==> config.mk <==
export PLATFORM = sky130hd
export DESIGN_NAME = mem_arbiter
export DESIGN_NICKNAME = d
export VERILOG_FILES = /design/src/rtl/mem_arbiter.sv
export SDC_FILE = /design/constraint.sdc
export NUM_CORES = 1
export LEC_CHECK = 0
export CAP_MARGIN = 15
export CELL_PAD_IN_SITES_DETAIL_PLACEMENT = 1
export CELL_PAD_IN_SITES_GLOBAL_PLACEMENT = 2
export CORE_ASPECT_RATIO = 1.2
export CORE_MARGIN = 2
export CORE_UTILIZATION = 40
export DETAILED_ROUTE_END_ITERATION = 10
export DONT_BUFFER_PORTS = 1
export PLACE_DENSITY_LB_ADDON = 0.1
export SYNTH_ARGS = -nofsm -noshare
export SYNTH_HDL_FRONTEND = slang
export SYNTH_SLANG_ARGS = --single-unit
==> constraint.sdc <==
create_clock -name clk -period 3.26 [get_ports clk]
set_input_delay 0.489 -clock clk [delete_from_list [all_inputs] [get_ports clk]]
set_output_delay 0.489 -clock clk [all_outputs]
set_load 0.01 [all_outputs]
==> src/rtl/mem_arbiter.sv <==
// Shares one external memory port between the fetch (imem) and load/store (dmem) paths.
// One pending request per side, one transaction in flight, data priority with a fetch-starvation bound.
module mem_arbiter #(
    parameter int unsigned MAX_DBURST = 4
) (
    input  logic        clk,
    input  logic        rst,

    input  logic        imem_valid,
    input  logic [31:0] imem_addr,
    output logic [31:0] imem_rdata,
    output logic        imem_ready,
    input  logic        iflush,

    input  logic        dmem_valid,
    input  logic [31:0] dmem_addr,
    input  logic [31:0] dmem_wdata,
    input  logic [3:0]  dmem_wstrb,
    output logic [31:0] dmem_rdata,
    output logic        dmem_ready,

    output logic        mem_valid,
    output logic        mem_instr,
    output logic [31:0] mem_addr,
    output logic [31:0] mem_wdata,
    output logic [3:0]  mem_wstrb,
    input  logic [31:0] mem_rdata,
    input  logic        mem_ready
);

    typedef enum logic [1:0] {
        IDLE  = 2'd0,
        IBUSY = 2'd1,
        DBUSY = 2'd2
    } state_e;

    localparam logic [3:0] MAX_CNT = 4'(MAX_DBURST);

    state_e      state_q, state_d;
    logic        i_pend_q, i_pend_d;
    logic [31:0] i_addr_q, i_addr_d;
    logic        d_pend_q, d_pend_d;
    logic [31:0] d_addr_q, d_addr_d;
    logic [31:0] d_wdata_q, d_wdata_d;
    logic [3:0]  d_wstrb_q, d_wstrb_d;
    logic        drop_q, drop_d;
    logic [3:0]  dcount_q, dcount_d;
    logic        mem_valid_q, mem_valid_d;
    logic        mem_instr_q, mem_instr_d;
    logic [31:0] mem_addr_q, mem_addr_d;
    logic [31:0] mem_wdata_q, mem_wdata_d;
    logic [3:0]  mem_wstrb_q, mem_wstrb_d;

    logic        i_owned, i_accept, i_keep, i_cand;
    logic        d_owned, d_accept, d_cand;
    logic        decide, grant_i, grant_d;
    logic [31:0] i_cand_addr, d_cand_addr, d_cand_wdata;
    logic [3:0]  d_cand_wstrb;

    // NOTE: every always_comb output gets a default first, so no path can infer a latch.
    always_comb begin
        // A side is busy while it has a pending slot or a live grant not yet completing;
        // a dropped fetch no longer owns the imem side, and a flush frees it for the new target.
        i_owned  = !iflush && (i_pend_q || (state_q == IBUSY && !drop_q && !mem_ready));
        i_accept = imem_valid && !i_owned;
        i_keep   = i_pend_q && !iflush;
        i_cand   = i_keep || i_accept;
        i_cand_addr = i_keep ? i_addr_q : imem_addr;

        d_owned  = d_pend_q || (state_q == DBUSY && !mem_ready);
        d_accept = dmem_valid && !d_owned;
        d_cand   = d_pend_q || d_accept;
        d_cand_addr  = d_pend_q ? d_addr_q  : dmem_addr;
        d_cand_wdata = d_pend_q ? d_wdata_q : dmem_wdata;
        d_cand_wstrb = d_pend_q ? d_wstrb_q : dmem_wstrb;

        decide  = (state_q == IDLE) || mem_ready;
        grant_i = decide && i_cand && (!d_cand || dcount_q == MAX_CNT);
        grant_d = decide && d_cand && !grant_i;

        state_d     = state_q;
        i_pend_d    = i_cand && !grant_i;
        i_addr_d    = i_accept ? imem_addr : i_addr_q;
        d_pend_d    = d_cand && !grant_d;
        d_addr_d    = d_accept ? dmem_addr  : d_addr_q;
        d_wdata_d   = d_accept ? dmem_wdata : d_wdata_q;
        d_wstrb_d   = d_accept ? dmem_wstrb : d_wstrb_q;
        drop_d      = drop_q;
        dcount_d    = dcount_q;
        mem_valid_d = grant_i || grant_d;
        mem_instr_d = mem_instr_q;
        mem_addr_d  = mem_addr_q;
        mem_wdata_d = mem_wdata_q;
        mem_wstrb_d = mem_wstrb_q;

        if (decide) begin
            if (grant_i)      state_d = IBUSY;
            else if (grant_d) state_d = DBUSY;
            else              state_d = IDLE;
        end

        if (grant_i) begin
            mem_instr_d = 1'b1;
            mem_addr_d  = i_cand_addr;
            mem_wdata_d = '0;
            mem_wstrb_d = '0;
        end else if (grant_d) begin
            mem_instr_d = 1'b0;
            mem_addr_d  = d_cand_addr;
            mem_wdata_d = d_cand_wdata;
            mem_wstrb_d = d_cand_wstrb;
        end

        // A flushed fetch still completes on the bus; drop hides that one response.
        if (state_q == IBUSY && mem_ready)   drop_d = 1'b0;
        else if (state_q == IBUSY && iflush) drop_d = 1'b1;

        if (grant_i || !i_cand)                     dcount_d = '0;
        else if (grant_d && dcount_q != MAX_CNT)    dcount_d = dcount_q + 4'd1;
    end

    // NOTE: sequential state uses non-blocking assignments so every register samples pre-edge values.
    always_ff @(posedge clk or negedge rst) begin
        if (!rst) begin
            state_q     <= IDLE;
            i_pend_q    <= 1'b0;
            i_addr_q    <= '0;
            d_pend_q    <= 1'b0;
            d_addr_q    <= '0;
            d_wdata_q   <= '0;
            d_wstrb_q   <= '0;
            drop_q      <= 1'b0;
            dcount_q    <= '0;
            mem_valid_q <= 1'b0;
            mem_instr_q <= 1'b0;
            mem_addr_q  <= '0;
            mem_wdata_q <= '0;
            mem_wstrb_q <= '0;
        end else begin
            state_q     <= state_d;
            i_pend_q    <= i_pend_d;
            i_addr_q    <= i_addr_d;
            d_pend_q    <= d_pend_d;
            d_addr_q    <= d_addr_d;
            d_wdata_q   <= d_wdata_d;
            d_wstrb_q   <= d_wstrb_d;
            drop_q      <= drop_d;
            dcount_q    <= dcount_d;
            mem_valid_q <= mem_valid_d;
            mem_instr_q <= mem_instr_d;
            mem_addr_q  <= mem_addr_d;
            mem_wdata_q <= mem_wdata_d;
            mem_wstrb_q <= mem_wstrb_d;
        end
    end

    assign mem_valid  = mem_valid_q;
    assign mem_instr  = mem_instr_q;
    assign mem_addr   = mem_addr_q;
    assign mem_wdata  = mem_wdata_q;
    assign mem_wstrb  = mem_wstrb_q;

    assign imem_ready = (state_q == IBUSY) && mem_ready && !drop_q;
    assign dmem_ready = (state_q == DBUSY) && mem_ready;
    assign imem_rdata = mem_rdata;
    assign dmem_rdata = mem_rdata;

endmodule

## Word level (Yosys, flattened, before mapping)

Index checks and enable logic that the tools add are counted.
W data, S select, Z words.

- Flip-flop bits (word level): 179
- Bits in latches: 0
- RAM bits: 0
- ROM bits: 0
- Input port bits: 138
- Memories: 0

- Add/subtract/negate cells: 1
- Multipliers: 0
- Divide/modulo/power cells: 0
- Order comparisons: 0
- Equal/unequal tests: 4
- Shift operators: 0
- Multiplexer cells: 18
- Bitwise logic cells: 0
- Reduce and logical (&&, ||, !) cells: 39

Operators by type and width:

| operator | number |
|---|---|
| $mux W32 | 7 |
| $mux W4 | 5 |
| $logic_and A1 B1 Y1 | 18 |
| $logic_not A1 Y1 | 9 |
| $logic_or A1 B1 Y1 | 8 |
| $reduce_bool A2 Y1 | 3 |
| $add A4 B1 Y4 const B | 1 |
| $eq A4 B3 Y1 const B | 1 |
| $mux W1 | 4 |
| $mux W2 | 2 |
| $ne A4 B3 Y1 const B | 1 |
| $eq A2 B1 Y1 const B | 1 |
| $eq A2 B2 Y1 const B | 1 |
| $logic_not A2 Y1 | 1 |

## Longest topological paths before layout

Gate-level depths: netlist of run 1.

- Depth in word-level cells: 15
- Gate-level depth with buffers: 8
- Mapped depth without buffers: 5

## Least setup slack after synthesis of run 1

OpenSTA, ideal clock, no wires.

- Path kind: input to register
- Start: input mem_ready
- End: register i_addr_q[10]
- Arrival time: 1.846 ns
- Required time: 3.135 ns
- Slack: 1.289 ns
- Stages on the path: 6
- Path buffers: 2
- Path through: buf_4 > nor4b_2 > nor2_1 > o21ai_1 > buf_4 > mux2_2

- Cells in the longest elaborated chain, start to end: 6

RTL lines:

| what | line | source |
|---|---|---|
| from (decl) | 28 | `input logic mem_ready` |
| $logic_not A1 Y1 | 64 | `i_owned = !iflush && (i_pend_q \|\| (state_q == IBUSY && !drop_q && !mem_ready));` |
| $logic_and A1 B1 Y1 | 64 |  |
| $logic_or A1 B1 Y1 | 64 |  |
| $logic_and A1 B1 Y1 | 64 |  |
| $logic_not A1 Y1 | 65 | `i_accept = imem_valid && !i_owned;` |
| $logic_and A1 B1 Y1 | 65 |  |
| to (signal assigned) | 142 | `i_addr_q <= i_addr_d;` |
| to (decl) | 41 | `logic [31:0] i_addr_q, i_addr_d;` |

Every way passes these cells.
A chain may end at the register's enable or synchronous reset.

## Worst setup path in the final report of run 1

- Start: register d_pend_q
- End: register mem_wdata_q[12], in the netlist mem_wdata[12]

- Cells in the longest elaborated chain, start to end: 10

RTL lines:

| what | line | source |
|---|---|---|
| from (decl) | 42 | `logic d_pend_q, d_pend_d;` |
| from (signal assigned) | 143 | `d_pend_q <= d_pend_d;` |
| $logic_or A1 B1 Y1 | 70 | `d_owned = d_pend_q \|\| (state_q == DBUSY && !mem_ready);` |
| $logic_not A1 Y1 | 71 | `d_accept = dmem_valid && !d_owned;` |
| $logic_and A1 B1 Y1 | 71 |  |
| $logic_or A1 B1 Y1 | 72 | `d_cand = d_pend_q \|\| d_accept;` |
| $logic_not A1 Y1 | 78 | `grant_i = decide && i_cand && (!d_cand \|\| dcount_q == MAX_CNT);` |
| $logic_or A1 B1 Y1 | 78 |  |
| $logic_and A1 B1 Y1 | 78 |  |
| $logic_not A1 Y1 | 79 | `grant_d = decide && d_cand && !grant_i;` |
| $logic_and A1 B1 Y1 | 79 |  |
| $reduce_bool A2 Y1 (no source line) | - |  |
| to (signal assigned) | 152 | `mem_wdata_q <= mem_wdata_d;` |
| to (decl) | 51 | `logic [31:0] mem_wdata_q, mem_wdata_d;` |

Several ways; a longest one is shown, not always the timed one. The select of a mux whose other input is x is not followed.

==> results of run 1 <==
==> logic make-up (layout without fill, tap and decap cells) <==
logic type,count (synthesis),count (layout),synth area share
mux,192,192,0.240
flops,179,179,0.518
buf+inv,120,49,0.0918
simple gates,109,109,0.0595
compound gates,98,98,0.0864
fa+ha+maj,2,2,0.00289
xor+xnor,1,1,0.00101
==> metal layers <==
layer,share of wire,vias to the layer above,GRT usage
met5,0,-,0
met4,0.0092,0,0.0501
met3,0.092,21,0.0861
met2,0.50,153,0.322
met1,0.40,2649,0.210
li1,-,2282,-
==> path summary, 6_finish.rpt <==
path,start,endpoint,slack [ns],cells after the start
worst min-delay path,rst,d_wdata_q[2]$_DFFE_PN0P_,-0.24,0
min in group clk,mem_ready,drop_q$_DFFE_PN0P_,0.16,1
max in group asynchronous,rst,d_pend_q$_DFF_PN0_,3.04,0
worst max register to register,d_pend_q$_DFF_PN0_,mem_wdata[12]$_DFFE_PN0P_,0.71,5
worst min register to register,i_addr_q[0]$_DFFE_PN0P_,i_addr_q[0]$_DFFE_PN0P_,0.50,1
worst max-delay path,d_pend_q$_DFF_PN0_,mem_wdata[12]$_DFFE_PN0P_,0.71,5
==> critical path: cells and delay by family (launching register included) <==
| kind | cells | cell delay (ns) |
|---|---|---|
| AND/OR/NAND/NOR | 2 | 0.54 |
| AO/OA/AOI/OAI | 2 | 0.79 |
| buffers and inverters | 1 | 0.39 |
| flip-flops | 1 | 0.71 |
==> sequential cells by signal, indices dropped and copies added (netlist names) <==
name,count
mem_addr,32
mem_wdata,32
d_addr_q,32
d_pend_q,1
d_wstrb_q,4
state_q,2
drop_q,1
dcount_q,4
i_pend_q,1
mem_wstrb,4
mem_instr,1
d_wdata_q,32
mem_valid,1
i_addr_q,32
==> per-stage QoR <==
stage	worst slack, ns	util	std cells	total power, mW
global route	0.505	0.423	900	9.51
finish	0.714	0.423	900	8.89
global placement	0.780	0.396	870	6.79
CTS	0.667	0.423	900	9.06
floorplan	1.29	-	701	6.28
detailed placement	0.668	0.396	870	6.97
==> cells in the final DEF (no fill, tap or decap), drive strengths merged, types with 2 or more instances in the layout <==
master and n:
buf 11, bufinv 2, o211ai 2, ha 2, clkinvlp 3, a311oi 4, a221o 28, mux2i 68
nor4 4, nand2b 2, dfrtp 179, nand2 53, a2111oi 7, clkbuf 19, nor2 18, a21oi 6
inv 10, mux2 124, o21ai 41, nor4b 3, nor3 23, clkinv 4
==> layout make-up <==
type,count,area (um^2)
fillers,2201,12200
flip-flops and latches,179,4480
multi-input cells,402,3410
clock buffers,19,453
well taps,270,338
clock inverters,11,130
repair buffers,11,95.1
inverters,8,30.0
==> power breakdown <==
group          internal (mW)  switching, mW  total, mW
combinational           1.41           1.34       2.75
clock                   1.17          0.875       2.04
sequential              3.19          0.906       4.10
==> summary.md, run 1 <==
| Metric | Value |
|---|---|
| Status | `finished, violations left` |
| Violated checks | `negative hold slack` |
| Io pins | `274` |
| Post-route cell area | `0.00894 mm^2` |
| Via density | `5.67` |
| CTS tree | `yes` |
| Fin. max-slew vios | `0` |
| CP Cell Sequence | `nor2_1 -> a31o_4 -> buf_4 -> nand2_1 -> o21ai_0` |
| Site Rows | `58` |
| Synth top area share | `0.518` |
| Flops & latches, synth | `179` |
| Number of global-route vias before repair | `5,838` |
| Least-Margin Pin Slew | `0.878 ns` |
| Startpoint types | `flop` |
| Routed Antenna Nets | `0` |
| DR iter-0 viols | `185` |
| Leak pwr | `3.82 nW` |
| Final wirelength | `20,900 um` |
| Crit path capture type | `flop` |
| Setup TNS | `0 ns` |
| Fraction of layout cells with a size suffix above 1 | `0.283` |
| Peak supply drop | `0.000458 V` |
| Global-route wire length before repair | `33,100 um` |
| GPL Wtd Cong | `0.721` |
| WL/cell | `23.2 um` |
| Hold Path Class | `in2async` |
| Async SR Flop Fraction | `1.00` |
| Final Cycle Share | `0.781` |
| Die width | `138 um` |
| Initial antenna violation count | `0` |
| Synth area leaders | `dfrtp_1 52%, mux2_2 16%, mux2i_1 7.9%` |
| Synth Net Count | `841` |
| Most numerous cell in the Yosys netlist | `dfrtp_1` |
| Slowest cell on crit path | `dfrtp_4` |
| Core area | `0.0211 mm^2` |
| Worst path required time | `3.58 ns` |
| Power Density | `995 mW/mm^2` |
| CTS buffer count | `17` |
| # DRC | `0` |
| Sink Count | `179` |
| Clock-pin slew on the worst setup and hold paths | `0.06 ns` |
| Clock Path Buffers | `2` |
| Post-synth design cell area | `0.00864 mm^2` |
| Antenna Cells | `0` |
| Number of post-CTS setup repair buffers | `0` |
| Most frequent cells after synthesis | `179 x dfrtp_1, 124 x mux2_2, 70 x buf_4` |
| Seq/Total Area, Yosys | `0.518` |
| DPL Wire Length | `13,900 um` |
| Die Area | `0.0228 mm^2` |
| Post-Synthesis Cells | `701` |
| Max Freq | `0.393 GHz` |
| Final Skew | `0.0105 ns` |
| Clk_lat worst skew | `0.43 ns` |
| Syn_area_per_cell | `12.3 um^2` |
| Post-synth EDFFs | `0` |
| Hold Slack | `-0.240 ns` |
| CTS Root Buffer Type | `clkbuf_16` |
| Largest stage delay, worst path | `0.71 ns` |
| Die height | `165 um` |
| Post-CTS Resized | `0` |
| Top FF cell, synth | `dfrtp_1` |
| Synth Warn # | `0` |
| Fin nets | `759` |
| Post-DP Area | `0.00835 mm^2` |
| Initial Util | `0.409` |
| Via count | `5,105` |
| Grt total ovfl | `0` |
| GRT Util Overall | `0.187` |
| Area Overhead vs Synth | `3.37%` |
| First-pass DRT Iterations | `4` |
| CP arrival | `2.87 ns` |
| Final worst path period need | `2.55 ns` |
| IO buf count | `0` |
| Final hold violations | `179` |
| Kind of critical path | `reg2reg` |
| Final setup vio count | `0` |
| Synth area leader | `dfrtp_1` |
| Rel. slew slack | `0.406` |
| RSZ-0062 raised after global routing | `no` |
| Netlist cell types | `45` |
| Pin count of the biggest net entering global routing | `180` |
| Max-cap check violation count | `0` |
| Clock H-tree levels | `4` |
| Worst Path Max Fanout | `46` |
Note: power is estimated with default switching activity, not from simulation.
==> inputs of run 2 (changes only) <==
Settings changed: CORE_UTILIZATION 40 to 37.
Clock period 3.26 ns to 2.1 ns, I/O delays scaled along.
==> run 2 against run 1 <==
The flow still finishes with violations (negative hold slack); routed wire length increased by 3.0%; global-route usage shrank 0.71 points; clock-buffer cell count unchanged; critical path depth unchanged; via count decreased by 0.49%; clock power grew 63%; fmax up 28%; clock skew fell by 0.0013 ns; design area rose by 2.7%; setup slack lost 0.60 ns; hold slack lost 0.17 ns; critical path type unchanged; largest power group unchanged.
==> summary.md, run 2 (synthesized netlist as in run 1, its figures left out) <==
| Metric | Value |
|---|---|
| Routed Antenna Nets | `0` |
| Met3 Wirelength | `1800 um` |
| Fin. max-slew vios | `0` |
| Critical Path Start | `state_q[1]$_DFFE_PN0P_` |
| Uppermost layer routed | `met4` |
| Grt total ovfl | `0` |
| RSZ-0062 raised after global routing | `no` |
| Worst path required time | `2.46 ns` |
| Fraction of layout cells with a size suffix above 1 | `0.293` |
| Final Cycle Share | `0.945` |
| Via density | `5.31` |
| Max-cap check violation count | `0` |
| Post-DP Area | `0.00857 mm^2` |
| Crit path capture type | `flop` |
| Global-route wire length before repair | `33,500 um` |
| Initial Util | `0.375` |
| Power share of the combinational group | `0.328` |
| CP arrival | `2.35 ns` |
| Violated checks | `negative hold slack` |
| Most common cell after layout, fill and taps aside | `dfrtp_1` |
| Final Skew | `0.00924 ns` |
| DR iter-0 viols | `133` |
| CTS buffer count | `17` |
| Worst Path Max Fanout | `14` |
| Peak supply drop | `0.000581 V` |
| WL/cell | `22.5 um` |
| WL met1 | `8680 um` |
| Setup WS post-layout | `0.115 ns` |
| Hold Path Class | `in2async` |
| Setup TNS | `0 ns` |
| # DRC | `0` |
| CTS Root Buffer Type | `clkbuf_16` |
| Slowest cell on crit path | `a2111oi_0` |
| Clock H-tree levels | `4` |
| Io pins | `274` |
| Post-route cell area | `0.00918 mm^2` |
| Clock network power share | `0.234` |
| Core area | `0.0230 mm^2` |
| Most frequent cells in the layout | `178 x dfrtp_1, 124 x mux2_2, 68 x mux2i_1` |
| Net Sw Power | `4.87 mW` |
| Antenna Cells | `0` |
| Sink Count | `179` |
| Final wirelength | `21,500 um` |
| Site Rows | `61` |
| Die height | `171 um` |
| Power Density | `1550 mW/mm^2` |
| Die width | `144 um` |
| Least-Margin Pin Slew | `0.770 ns` |
| Final hold violations | `179` |
| Final core utilization | `0.398` |
| Status | `finished, violations left` |
| Metal2 WL | `10,800 um` |
| Hold Slack | `-0.413 ns` |
| Number of post-CTS setup repair buffers | `0` |
| Pin count of the biggest net entering global routing | `180` |
| CTS tree | `yes` |
| Startpoint types | `flop` |
| Initial antenna violation count | `0` |
| GPL Wtd Cong | `0.705` |
| Pre-CTS WS | `0.0758 ns` |
| CP Cell Sequence | `nor4b_4 -> a311oi_4 -> buf_4 -> a2111oi_0 -> a221o_1` |
| Sw Ratio | `0.343` |
| Final worst path period need | `1.98 ns` |
| Rel. slew slack | `0.486` |
| Die Area | `0.0246 mm^2` |
| Kind of critical path | `reg2reg` |
| First-pass DRT Iterations | `4` |
| Area Overhead vs Synth | `6.21%` |
| Fin nets | `771` |
| # fillers | `2,429` |
| Max Freq | `0.504 GHz` |
| Final setup vio count | `0` |
| Clock Path Buffers | `2` |
| GRT Util Overall | `0.180` |
| Clk_lat worst skew | `0.43 ns` |
| Via count | `5,080` |
| Worst r2r src | `state_q[1]$_DFFE_PN0P_` |
| IO buf count | `0` |
| Internal power | `9.33 mW` |
| Largest stage delay, worst path | `0.55 ns` |
| Hold Buf Count CTS | `1` |
| DPL Wire Length | `14,400 um` |
| Clock-pin slew on the worst setup and hold paths | `0.07 ns` |
| Number of global-route vias before repair | `5,727` |
| Leak pwr | `3.91 nW` |
| Flop pwr share | `0.438` |
-- run 2: layer usage --
| layer | track usage | vias up |
|---|---|---|
| li1 | - | 2295 |
| met1 | 0.210 | 2630 |
| met2 | 0.306 | 134 |
| met3 | 0.0715 | 21 |
| met4 | 0.0490 | 0 |
| met5 | 0 | - |
-- run 2: cell type report --
| class | instances | area [um^2] | share of cell area |
|---|---|---|---|
| timing repair buffer | 23 | 263 | 0.0286 |
| clock inverter | 10 | 160 | 0.0174 |
| tap | 315 | 394 | 0.0429 |
| multi-input combinational | 402 | 3410 | 0.371 |
| sequential | 179 | 4480 | 0.488 |
| clock buffer | 19 | 443 | 0.0482 |
| inverter | 8 | 30.0 | 0.00327 |
-- run 2: power by group through the flow --
stage               clock (mW)  combinational, mW  sequential, mW
CTS                       3.44               4.76            6.26
detailed placement           0               4.75            6.31
global route              3.58               5.15            6.44
finish                    3.33               4.65            6.22
floorplan                    0               3.84            5.91
global placement             0               4.56            6.23
-- run 2: worst max-delay path: cells and delay by family (launching register included) --
family	cells	cell delay (ns)
and+or+nand+nor	1	0.35
buffers and inverters	1	0.22
AOI/OAI and AO/OA	3	0.84
DFF	1	0.50
-- run 2: path summary, 6_finish.rpt --
path | end | slack (ns) | depth (start not counted)
setup / recovery | mem_addr[29]$_DFFE_PN0P_ | 0.12 | 5
hold / removal | mem_wdata[10]$_DFFE_PN0P_ | -0.41 | 0
setup reg to reg | mem_addr[29]$_DFFE_PN0P_ | 0.12 | 5
hold reg to reg | i_addr_q[4]$_DFFE_PN0P_ | 0.50 | 1
max in group asynchronous | i_addr_q[4]$_DFFE_PN0P_ | 2.27 | 0
min in group clk | i_addr_q[19]$_DFFE_PN0P_ | 0.03 | 1
-- run 2: stage by stage --
stage / total power, mW / instances
after floorplan: 9.74 / 701
after global placement: 10.8 / 926
after detailed placement: 11.1 / 926
after CTS: 14.5 / 956
after global routing: 15.2 / 956
final: 14.2 / 956
-- run 2: repair_timing --
action | in CTS | in global routing
endpoints found under the hold margin | 182 | 179
setup endpoints to repair | 0 | 5
resized for setup | 0 | 2
